**src/rtl/xor_checksum_acc_pkg.sv**
```systemverilog
// -----------------------------------------------------------------------------
// xor_checksum_acc_pkg
//   Shared definitions for the XOR checksum accumulator: FSM state encoding
//   and default geometry constants used by the interface and the RTL.
// -----------------------------------------------------------------------------
package xor_checksum_acc_pkg;

   // ACC: no result pending. HOLD: result presented, waiting for consumer.
   typedef enum logic {
      ST_ACC  = 1'b0,
      ST_HOLD = 1'b1
   } state_t;

   localparam int DEF_WIDTH = 8;   // bits per lane word and checksum width
   localparam int DEF_LANES = 2;   // lane words accepted per beat
   localparam int DEF_CNT_W = 8;   // width of the saturating beat counter

endpackage : xor_checksum_acc_pkg

```
**src/rtl/xor_checksum_acc_if.sv**
```systemverilog
// -----------------------------------------------------------------------------
// xor_checksum_acc_if
//   Bundles the input beat stream and the checksum result stream.
//   Ports (all signals):
//     in_valid/in_ready   input beat handshake
//     in_data             LANES*WIDTH lane words, lane i at [i*WIDTH +: WIDTH]
//     in_keep             per-lane contribute enable
//     in_last             final beat of frame
//     out_valid/out_ready result handshake
//     out_sum/out_parity  frame checksum and its parity
//     out_beats           accepted beats in the frame (saturating)
//   Modports: master drives beats and consumes results; slave is the
//   accumulator.
// -----------------------------------------------------------------------------
interface xor_checksum_acc_if
   import xor_checksum_acc_pkg::*;
#(
   parameter int WIDTH = DEF_WIDTH,
   parameter int LANES = DEF_LANES,
   parameter int CNT_W = DEF_CNT_W
);

   logic                   in_valid;
   logic                   in_ready;
   logic [LANES*WIDTH-1:0] in_data;
   logic [LANES-1:0]       in_keep;
   logic                   in_last;
   logic                   out_valid;
   logic                   out_ready;
   logic [WIDTH-1:0]       out_sum;
   logic                   out_parity;
   logic [CNT_W-1:0]       out_beats;

   modport master (
      output in_valid, in_data, in_keep, in_last, out_ready,
      input  in_ready, out_valid, out_sum, out_parity, out_beats
   );

   modport slave (
      input  in_valid, in_data, in_keep, in_last, out_ready,
      output in_ready, out_valid, out_sum, out_parity, out_beats
   );

endinterface : xor_checksum_acc_if

```
**src/rtl/xor_checksum_acc_lane_reduce.sv**
```systemverilog
// -----------------------------------------------------------------------------
// xor_lane_reduce
//   Combinational masked XOR of all lanes of one beat.
//   Ports:
//     i_data   LANES*WIDTH  lane words, lane i at [i*WIDTH +: WIDTH]
//     i_keep   LANES        lane i contributes only when set
//     o_beat_x WIDTH        XOR of the kept lane words (0 when none kept)
// -----------------------------------------------------------------------------
module xor_lane_reduce
   import xor_checksum_acc_pkg::*;
#(
   parameter int WIDTH = DEF_WIDTH,
   parameter int LANES = DEF_LANES
) (
   input  logic [LANES*WIDTH-1:0] i_data,
   input  logic [LANES-1:0]       i_keep,
   output logic [WIDTH-1:0]       o_beat_x
);

   logic [WIDTH-1:0] w_x;

   always_comb begin
      // NOTE: assign a default before the loop so every path writes w_x;
      // otherwise synthesis infers a latch.
      w_x = '0;
      for (int i = 0; i < LANES; i++) begin
         if (i_keep[i]) begin
            w_x = w_x ^ i_data[i*WIDTH +: WIDTH];
         end
      end
   end

   assign o_beat_x = w_x;

endmodule : xor_lane_reduce

```
**src/rtl/xor_checksum_acc.sv**
```systemverilog
// -----------------------------------------------------------------------------
// xor_checksum_acc
//   Multi-lane XOR checksum accumulator. Folds the kept lane words of every
//   accepted beat into a running XOR and presents checksum, parity and beat
//   count one cycle after the last beat of a frame is accepted.
//   Ports:
//     clk  rising-edge clock
//     rst  synchronous active-high reset; discards any partial frame
//     bus  xor_checksum_acc_if.slave (input beats + result stream)
// -----------------------------------------------------------------------------
module xor_checksum_acc
   import xor_checksum_acc_pkg::*;
#(
   parameter int WIDTH = DEF_WIDTH,
   parameter int LANES = DEF_LANES,
   parameter int CNT_W = DEF_CNT_W
) (
   input logic               clk,
   input logic               rst,
   xor_checksum_acc_if.slave bus
);

   state_t           r_state;
   logic [WIDTH-1:0] r_acc;
   logic [CNT_W-1:0] r_cnt;
   logic [WIDTH-1:0] r_sum;
   logic             r_parity;
   logic [CNT_W-1:0] r_beats;

   logic [WIDTH-1:0] w_beat_x;
   logic [WIDTH-1:0] w_acc_nxt;
   logic [CNT_W-1:0] w_cnt_inc;
   logic             w_in_ready;
   logic             w_accept;

   xor_lane_reduce #(
      .WIDTH (WIDTH),
      .LANES (LANES)
   ) u_lane_reduce (
      .i_data   (bus.in_data),
      .i_keep   (bus.in_keep),
      .o_beat_x (w_beat_x)
   );

   assign w_acc_nxt = r_acc ^ w_beat_x;
   // Counter sticks at all-ones instead of wrapping.
   assign w_cnt_inc = (r_cnt == '1) ? r_cnt : r_cnt + 1'b1;

   // While a result is pending, a beat may only enter if the result leaves in
   // the same cycle; this keeps back-to-back single-beat frames at full rate.
   assign w_in_ready = (r_state == ST_ACC) || bus.out_ready;
   assign w_accept   = bus.in_valid && w_in_ready;

   // NOTE: state registers use non-blocking assignments so every flop samples
   // pre-edge values regardless of statement order.
   always_ff @(posedge clk) begin
      if (rst) begin
         r_state  <= ST_ACC;
         r_acc    <= '0;
         r_cnt    <= '0;
         r_sum    <= '0;
         r_parity <= 1'b0;
         r_beats  <= '0;
      end else begin
         case (r_state)
            ST_ACC: begin
               if (w_accept && bus.in_last) begin
                  r_sum    <= w_acc_nxt;
                  r_parity <= ^w_acc_nxt;
                  r_beats  <= w_cnt_inc;
                  r_acc    <= '0;
                  r_cnt    <= '0;
                  r_state  <= ST_HOLD;
               end else if (w_accept) begin
                  r_acc <= w_acc_nxt;
                  r_cnt <= w_cnt_inc;
               end
            end
            ST_HOLD: begin
               // out_ready low: everything frozen (no beat can be accepted).
               if (bus.out_ready) begin
                  if (w_accept && bus.in_last) begin
                     // Result consumed and replaced in the same cycle.
                     r_sum    <= w_acc_nxt;
                     r_parity <= ^w_acc_nxt;
                     r_beats  <= w_cnt_inc;
                     r_acc    <= '0;
                     r_cnt    <= '0;
                  end else begin
                     r_state <= ST_ACC;
                     if (w_accept) begin
                        r_acc <= w_acc_nxt;
                        r_cnt <= w_cnt_inc;
                     end
                  end
               end
            end
            default: r_state <= ST_ACC;
         endcase
      end
   end

   assign bus.in_ready   = w_in_ready;
   assign bus.out_valid  = (r_state == ST_HOLD);
   assign bus.out_sum    = r_sum;
   assign bus.out_parity = r_parity;
   assign bus.out_beats  = r_beats;

endmodule : xor_checksum_acc

```
**src/flat_wrapper.sv**
```systemverilog
// flat-port wrapper written by rule: the top's interface ports become plain ports
module xor_checksum_acc_flat import xor_checksum_acc_pkg::*;
#(
   parameter int WIDTH = DEF_WIDTH,
   parameter int LANES = DEF_LANES,
   parameter int CNT_W = DEF_CNT_W
)
  (clk, rst, bus_in_valid, bus_in_data, bus_in_keep, bus_in_last, bus_out_ready, bus_in_ready, bus_out_valid, bus_out_sum, bus_out_parity, bus_out_beats);
  xor_checksum_acc_if #(.WIDTH(WIDTH), .LANES(LANES), .CNT_W(CNT_W)) bus_i ();
  input logic clk;
  input logic rst;
  input wire logic [$bits(bus_i.in_valid)-1:0] bus_in_valid;
  input wire logic [$bits(bus_i.in_data)-1:0] bus_in_data;
  input wire logic [$bits(bus_i.in_keep)-1:0] bus_in_keep;
  input wire logic [$bits(bus_i.in_last)-1:0] bus_in_last;
  input wire logic [$bits(bus_i.out_ready)-1:0] bus_out_ready;
  output wire logic [$bits(bus_i.in_ready)-1:0] bus_in_ready;
  output wire logic [$bits(bus_i.out_valid)-1:0] bus_out_valid;
  output wire logic [$bits(bus_i.out_sum)-1:0] bus_out_sum;
  output wire logic [$bits(bus_i.out_parity)-1:0] bus_out_parity;
  output wire logic [$bits(bus_i.out_beats)-1:0] bus_out_beats;
  assign bus_i.in_valid = bus_in_valid;
  assign bus_i.in_data = bus_in_data;
  assign bus_i.in_keep = bus_in_keep;
  assign bus_i.in_last = bus_in_last;
  assign bus_i.out_ready = bus_out_ready;
  assign bus_in_ready = bus_i.in_ready;
  assign bus_out_valid = bus_i.out_valid;
  assign bus_out_sum = bus_i.out_sum;
  assign bus_out_parity = bus_i.out_parity;
  assign bus_out_beats = bus_i.out_beats;
  xor_checksum_acc #(.WIDTH(WIDTH), .LANES(LANES), .CNT_W(CNT_W)) u_core (.clk(clk), .rst(rst), .bus(bus_i));
endmodule
```
**config.mk**
```make
export PLATFORM = sky130hd
export DESIGN_NAME = xor_checksum_acc_flat
export DESIGN_NICKNAME = d
export VERILOG_FILES = /design/src/rtl/xor_checksum_acc_pkg.sv /design/src/rtl/xor_checksum_acc_if.sv /design/src/rtl/xor_checksum_acc_lane_reduce.sv /design/src/rtl/xor_checksum_acc.sv /design/src/flat_wrapper.sv
export SDC_FILE = /design/constraint.sdc
export NUM_CORES = 1
export LEC_CHECK = 0
export ABC_CLOCK_PERIOD_IN_PS = 2000
export CORE_ASPECT_RATIO = 0.7
export CORE_UTILIZATION = 30
export DETAILED_ROUTE_END_ITERATION = 10
export PLACE_DENSITY_LB_ADDON = 0.08
export SETUP_SLACK_MARGIN = 0.3
export SLEW_MARGIN = 25
export SYNTH_ARGS = -nofsm -noshare
export SYNTH_HDL_FRONTEND = slang
export SYNTH_HIERARCHICAL = 1
export SYNTH_SLANG_ARGS = --single-unit
export TNS_END_PERCENT = 30
```
**constraint.sdc**
```tcl
create_clock -name clk -period 2 [get_ports clk]
set_input_delay 0.2 -clock clk [delete_from_list [all_inputs] [get_ports clk]]
set_output_delay 0.2 -clock clk [all_outputs]
set_load 0.01 [all_outputs]
```
# --- Word level (Yosys, flattened, before mapping) ---
# Index checks and enable logic that the tools add are counted.
totals:
  n_memories: 0
  rom_bits: 0
  ram_bits: 0
  input_bits: 23
  register_bits: 34
  latchBits: 0
classes:
  n_mul: 0
  order_cmp: 0
  eq_ne: 2
  addsub: 1
  mux: 23
  n_reduce_logical: 4
  div_mod_pow: 0
  shift: 0
  n_bitwise: 3
op_table:
  columns: ["operator", "n"]
  rows:
  - ["8-bit two-way mux", 13]
  - ["8-bit one-hot mux with 2 select lines", 4]
  - ["8-bit bitwise XOR", 2]
  - ["8-bit by 1-bit adder with 8-bit output, second input constant", 1]
  - ["8-bit == test, second input constant", 1]
  - ["8-bit parity", 1]
  - ["1-bit two-way mux", 4]
  - ["1-bit one-hot mux with 2 select lines", 2]
  - ["1-bit logical AND", 2]
  - ["2-bit inequality test, second input constant", 1]
  - ["1-bit logical OR", 1]
  - ["1-bit inverter", 1]

# --- Logic depth before layout (Yosys ltp) ---
depth:
  word_depth: 8
  ltp_mapped: 8

# --- Hierarchy ---
# Netlist, hierarchy kept.
by_module_without_submodules:
  columns: ["module", "cells_per_inst", "n_inst", "area_per_inst_um2"]
  rows:
  - ["xor_checksum_acc", 190, 1, 1629.1]
  - ["xor_lane_reduce", 26, 1, 140.1]

# --- Least setup slack after synthesis ---
# No wires, ideal clock.
synth_timing:
  path_kind: "input -> register"
  startpoint: "input port bus_in_keep[1]"
  endpoint: "register u_core.r_parity, in the netlist u_core/bus.out_parity"
  cell_stages: 8
  setup_ns: 0.079
  t_required_ns: 1.921
  arrival_time_ns: 1.424
  path_buffers: 1
  setup_slack_ns: 0.497
  path_cell_list: "clkbuf_2 nand2_1 xor2_1 xnor2_1 xnor2_1 xnor2_1 xnor2_1 a211oi_2"
synth_via:
  elab_chain_len: 6
synth_lines:
  columns: ["item", "line_no", "rtl"]
  rows:
  - ["from (decl)", "flat_wrapper.sv:14", "input wire logic [$bits(bus_i.in_keep)-1:0] bus_in_keep;"]
  - ["8-bit two-way mux (*)", "xor_checksum_acc_lane_reduce.sv:27", "if (i_keep[i]) begin"]
  - ["named net u_core.w_beat_x[7]", "xor_checksum_acc.sv:30", "logic [WIDTH-1:0] w_beat_x;"]
  - ["8-bit bitwise XOR (*)", "xor_checksum_acc.sv:45", "assign w_acc_nxt = r_acc ^ w_beat_x;"]
  - ["8-bit parity (*)", "xor_checksum_acc.sv:69, xor_checksum_acc.sv:85", null]
  - ["1-bit two-way mux (*)", "xor_checksum_acc.sv:67, xor_checksum_acc.sv:82", null]
  - ["1-bit two-way mux", "xor_checksum_acc.sv:81", "if (bus.out_ready) begin"]
  - ["1-bit one-hot mux with 2 select lines (*)", "xor_checksum_acc.sv:65", "case (r_state)"]
  - ["to (signal assigned)", "xor_checksum_acc.sv:69", "r_parity <= ^w_acc_nxt;"]
  - ["to (signal assigned)", "xor_checksum_acc.sv:85", "r_parity <= ^w_acc_nxt;"]
  - ["to (decl)", "xor_checksum_acc.sv:27", "logic r_parity;"]
# The timed path passes the listed nets; every way through them passes the cells marked *. The select of a mux whose other input is x is not followed.
# A chain may end at the register's enable or synchronous reset.

# --- Final worst setup path ---
layout_timing:
  startpoint: "input port bus_in_data[2]"
  endpoint: "register u_core.r_parity, in the netlist u_core/bus.out_parity"
layout_via:
  elab_chain_len: 8
layout_lines:
  columns: ["item", "line_no", "rtl"]
  rows:
  - ["from (decl)", "flat_wrapper.sv:13", "input wire logic [$bits(bus_i.in_data)-1:0] bus_in_data;"]
  - ["8-bit two-way mux (*)", "xor_checksum_acc_lane_reduce.sv:27", null]
  - ["8-bit bitwise XOR", "xor_checksum_acc_lane_reduce.sv:28", "w_x = w_x ^ i_data[i*WIDTH +: WIDTH];"]
  - ["8-bit two-way mux (*)", "xor_checksum_acc_lane_reduce.sv:27", null]
  - ["named net u_core.w_beat_x[2]", "xor_checksum_acc.sv:30", null]
  - ["8-bit bitwise XOR (*)", "xor_checksum_acc.sv:45", null]
  - ["8-bit parity (*)", "xor_checksum_acc.sv:69, xor_checksum_acc.sv:85", null]
  - ["1-bit two-way mux (*)", "xor_checksum_acc.sv:67, xor_checksum_acc.sv:82", null]
  - ["1-bit two-way mux", "xor_checksum_acc.sv:81", null]
  - ["1-bit one-hot mux with 2 select lines (*)", "xor_checksum_acc.sv:65", null]
# Marks and branches as above.

==> results.cfg <==
[placement]
dp_hpwl_um = 3310
routabilityCongestion = 0.855
place_inst = 337
pre_cts_ws_ns = -0.223
placed_area_um2 = 2360
port_buffers = 41

[timing]
holdWs_ns = 0.464
timing.final.ws_setup_ns = 0.370
rsz0062_at_grt = yes
min_period_ns = 1.63
setup_viol = 0
setup-tns-final_ns = 0
fin_worst_skew_ns = 0.00835
worst_slew_pin_slew_ns = 0.458
slew_headroom_pct = 69.4
fmax_mhz = 614
drv_slew = 0
hold_viol = 0
timing.final.crit_share_pct = 81.5

[logic_synthesis]
synth_flop_cell = dfxtp_1
synth_edf_count = 0
async_flop_share_pct = 0
syn_avg_cell_area_um2 = 8.19
ys_seq_area_share_pct = 38.5
synthCells = 216
ys_ff_latch = 34
yosysWarnings = 6
ys_types = 33
syn_area_um2 = 1770
syn_nets = 240

[detailed_routing]
drt_iter0_drc = 94
route.detailed.drc = 0
routed_via_density = 4.74
routedWlPerCell_um = 13.5
first_pass_iters = 4
vias = 1640
ant_nets = 0
wl_um = 4660

[floorplan]
die_h_um = 66.3
core.rowCount = 22
core_um2 = 5450
ioPinCount = 42
dieArea_um2 = 6210
start_util_pct = 32.5
die_width_um = 93.8

[finish]
diodes = 0
final_util_pct = 47.8
instances_no_fill = 346
fill_cells = 539
drive_gt1_share_pct = 20.1
nets = 297
area_delta_synth_final_pct = 47.3
seqCellArea_um2 = 681
final_cell_area_um2 = 2610
multi_input_area_um2 = 1100

[setup_path]
rr_worst_depth = 4
cpMostUsedCell = xnor2_1
critPathMaxStageDelay_ns = 0.46
worst-setup-path-type = in2reg
ff2ff_setup_slack_ns = 0.45
timing.rr.start = u_core/r_cnt[6]$_SDFFE_PP0P_
cp_num_buf_inv = 1
crit_family = XOR/XNOR gates
rr_endpoint = u_core/bus.out_beats[2]$_SDFFE_PP0P_
required_ns = 2.22
critPathArrivalTime_ns = 1.85
cp-start-kind = input pin
path_cells = clkdlybuf4s50_1 > nand2_1 > xor2_2 > xnor2_2 > xnor2_1 > xnor2_1 > xnor2_1 > a211oi_2
cp-end-kind = register
cp_max_fo = 2
cpMaxStageDelayCell = clkdlybuf4s50_1

[pwr]
total_power_mw = 1.93
leakagePower_nw = 0.952
powerDensity_nw_per_um2 = 741
peakVddDrop_mv = 0.271

[global_route]
overflow = 0
grt_pass1_vias = 1378
grt_pass1_wl_um = 7540
grt_use_total_pct = 16.4
grt_max_degree = 35
antenna_found_initial = 0

[outcome]
outcome = complete, no violations

[clock_tree]
cts_hold_buf = 0
cts-root-buf = clkbuf_8
ctsLongestPathBuffers = 2
insertion_delay_ns = 0.29
cts_inserted_buffers = 5
cts_tree = yes
clk_pin_slew_ns = 0.08
clkSinkCount = 34
htree_levels = 2

[min_path]
min-delay-start = u_core/bus.out_beats[7]$_SDFFE_PP0P_
holdPathEnd = u_core/bus.out_beats[7]$_SDFFE_PP0P_
hold_depth = 2
min_path_type = reg2reg

[job]
drv_cap = 0
[worst reg2reg max path, cell delays in order, from the launching register on]
cell	delay, ns
dfxtp_1	0.38
and4_1	0.47
a21oi_2	0.13
or3_1	0.37
a21oi_1	0.14
[worst max-delay path by stage]
stage,startpoint,endpoint,slack (ns),cells past startpoint
2_1_floorplan,bus_in_keep[1],u_core/bus.out_parity$_SDFFE_PP0P_,0.50,8
3_3_place_gp,bus_in_keep[0],u_core/bus.out_parity$_SDFFE_PP0P_,-0.23,9
3_5_place_dp,bus_in_keep[0],u_core/bus.out_parity$_SDFFE_PP0P_,-0.22,9
4_1_cts,bus_in_data[10],u_core/bus.out_parity$_SDFFE_PP0P_,0.35,8
5_1_grt,bus_in_keep[1],u_core/bus.out_parity$_SDFFE_PP0P_,0.29,9
6_report,bus_in_data[2],u_core/bus.out_parity$_SDFFE_PP0P_,0.37,8
[cells in the final DEF (no fill, tap or decap), drive strengths merged, types with 5 or more instances in the layout]
cell,count
nor2,29
xnor2,17
buf,25
a21oi,23
clkdlybuf4s50,39
dfxtp,34
clkbuf,5
nand3b,11
nand2,31
o21ai,11
a211oi,12
xor2,9
[kinds of logic after synthesis]
logic type / after synthesis / share of synthesized area, %
and+or+nand+nor: 84 / 23.0
AOI/OAI and AO/OA: 54 / 19.4
DFF: 34 / 38.5
xor gates and xnor gates: 26 / 12.9
buffers and inverters: 16 / 4.95
muxes: 1 / 0.566
adders and majority gates: 1 / 0.707
[power by group]
part,switching (mW),total [mW],internal [mW]
clock network,0.277,0.776,0.499
logic,0.192,0.428,0.236
registers,0.0212,0.728,0.707
[flip-flops by register name (all words and copies together), names as in the netlist]
signal and flops:
u_core/bus.out_sum 8, u_core/bus.out_parity 1, u_core/bus.out_beats 8, u_core/r_acc 8, u_core/r_cnt 8, u_core/bus.out_valid 1
[final cells by class]
type	instances	area share [%]
Clock inverter	3	2.64
Tap cell	72	3.46
Timing Repair Buffer	66	22.9
Sequential cell	34	26.1
Multi-Input combinational cell	166	42.3
Clock buffer	5	2.64
[metal layers]
layer  global-route usage [%]  wire length, um  vias to the layer above
met5                        0                0                        -
met1                     26.6             2650                      734
met2                     19.3             1660                       51
li1                         -                -                      850
met3                     4.14              312                        5
met4                     5.77               42                        0
[cells in the mapped netlist, types with 2 or more instances]
cell,count,share of area [%]
a211oi_1,11,4.7
a21oi_1,21,5.9
a21oi_2,2,0.99
a22oi_1,3,1.3
a31oi_1,3,1.1
and3_1,2,0.71
and3_2,2,0.85
buf_2,5,1.4
clkbuf_1,5,1.1
clkbuf_2,3,0.85
dfxtp_1,34,38
nand2_1,31,6.6
nand3_1,3,0.85
nand3b_1,11,4.7
nor2_1,29,6.2
o21ai_0,10,2.8
xnor2_1,17,8.4
xor2_1,9,4.5
[repair_timing]
item,CTS,global route
endpoints found under the setup margin,1,2
resized for setup,13,3
gates cloned,0,0
buffers inserted,0,1
pin swaps,2,3
No activity file was read; power rests on OpenSTA's default activity.
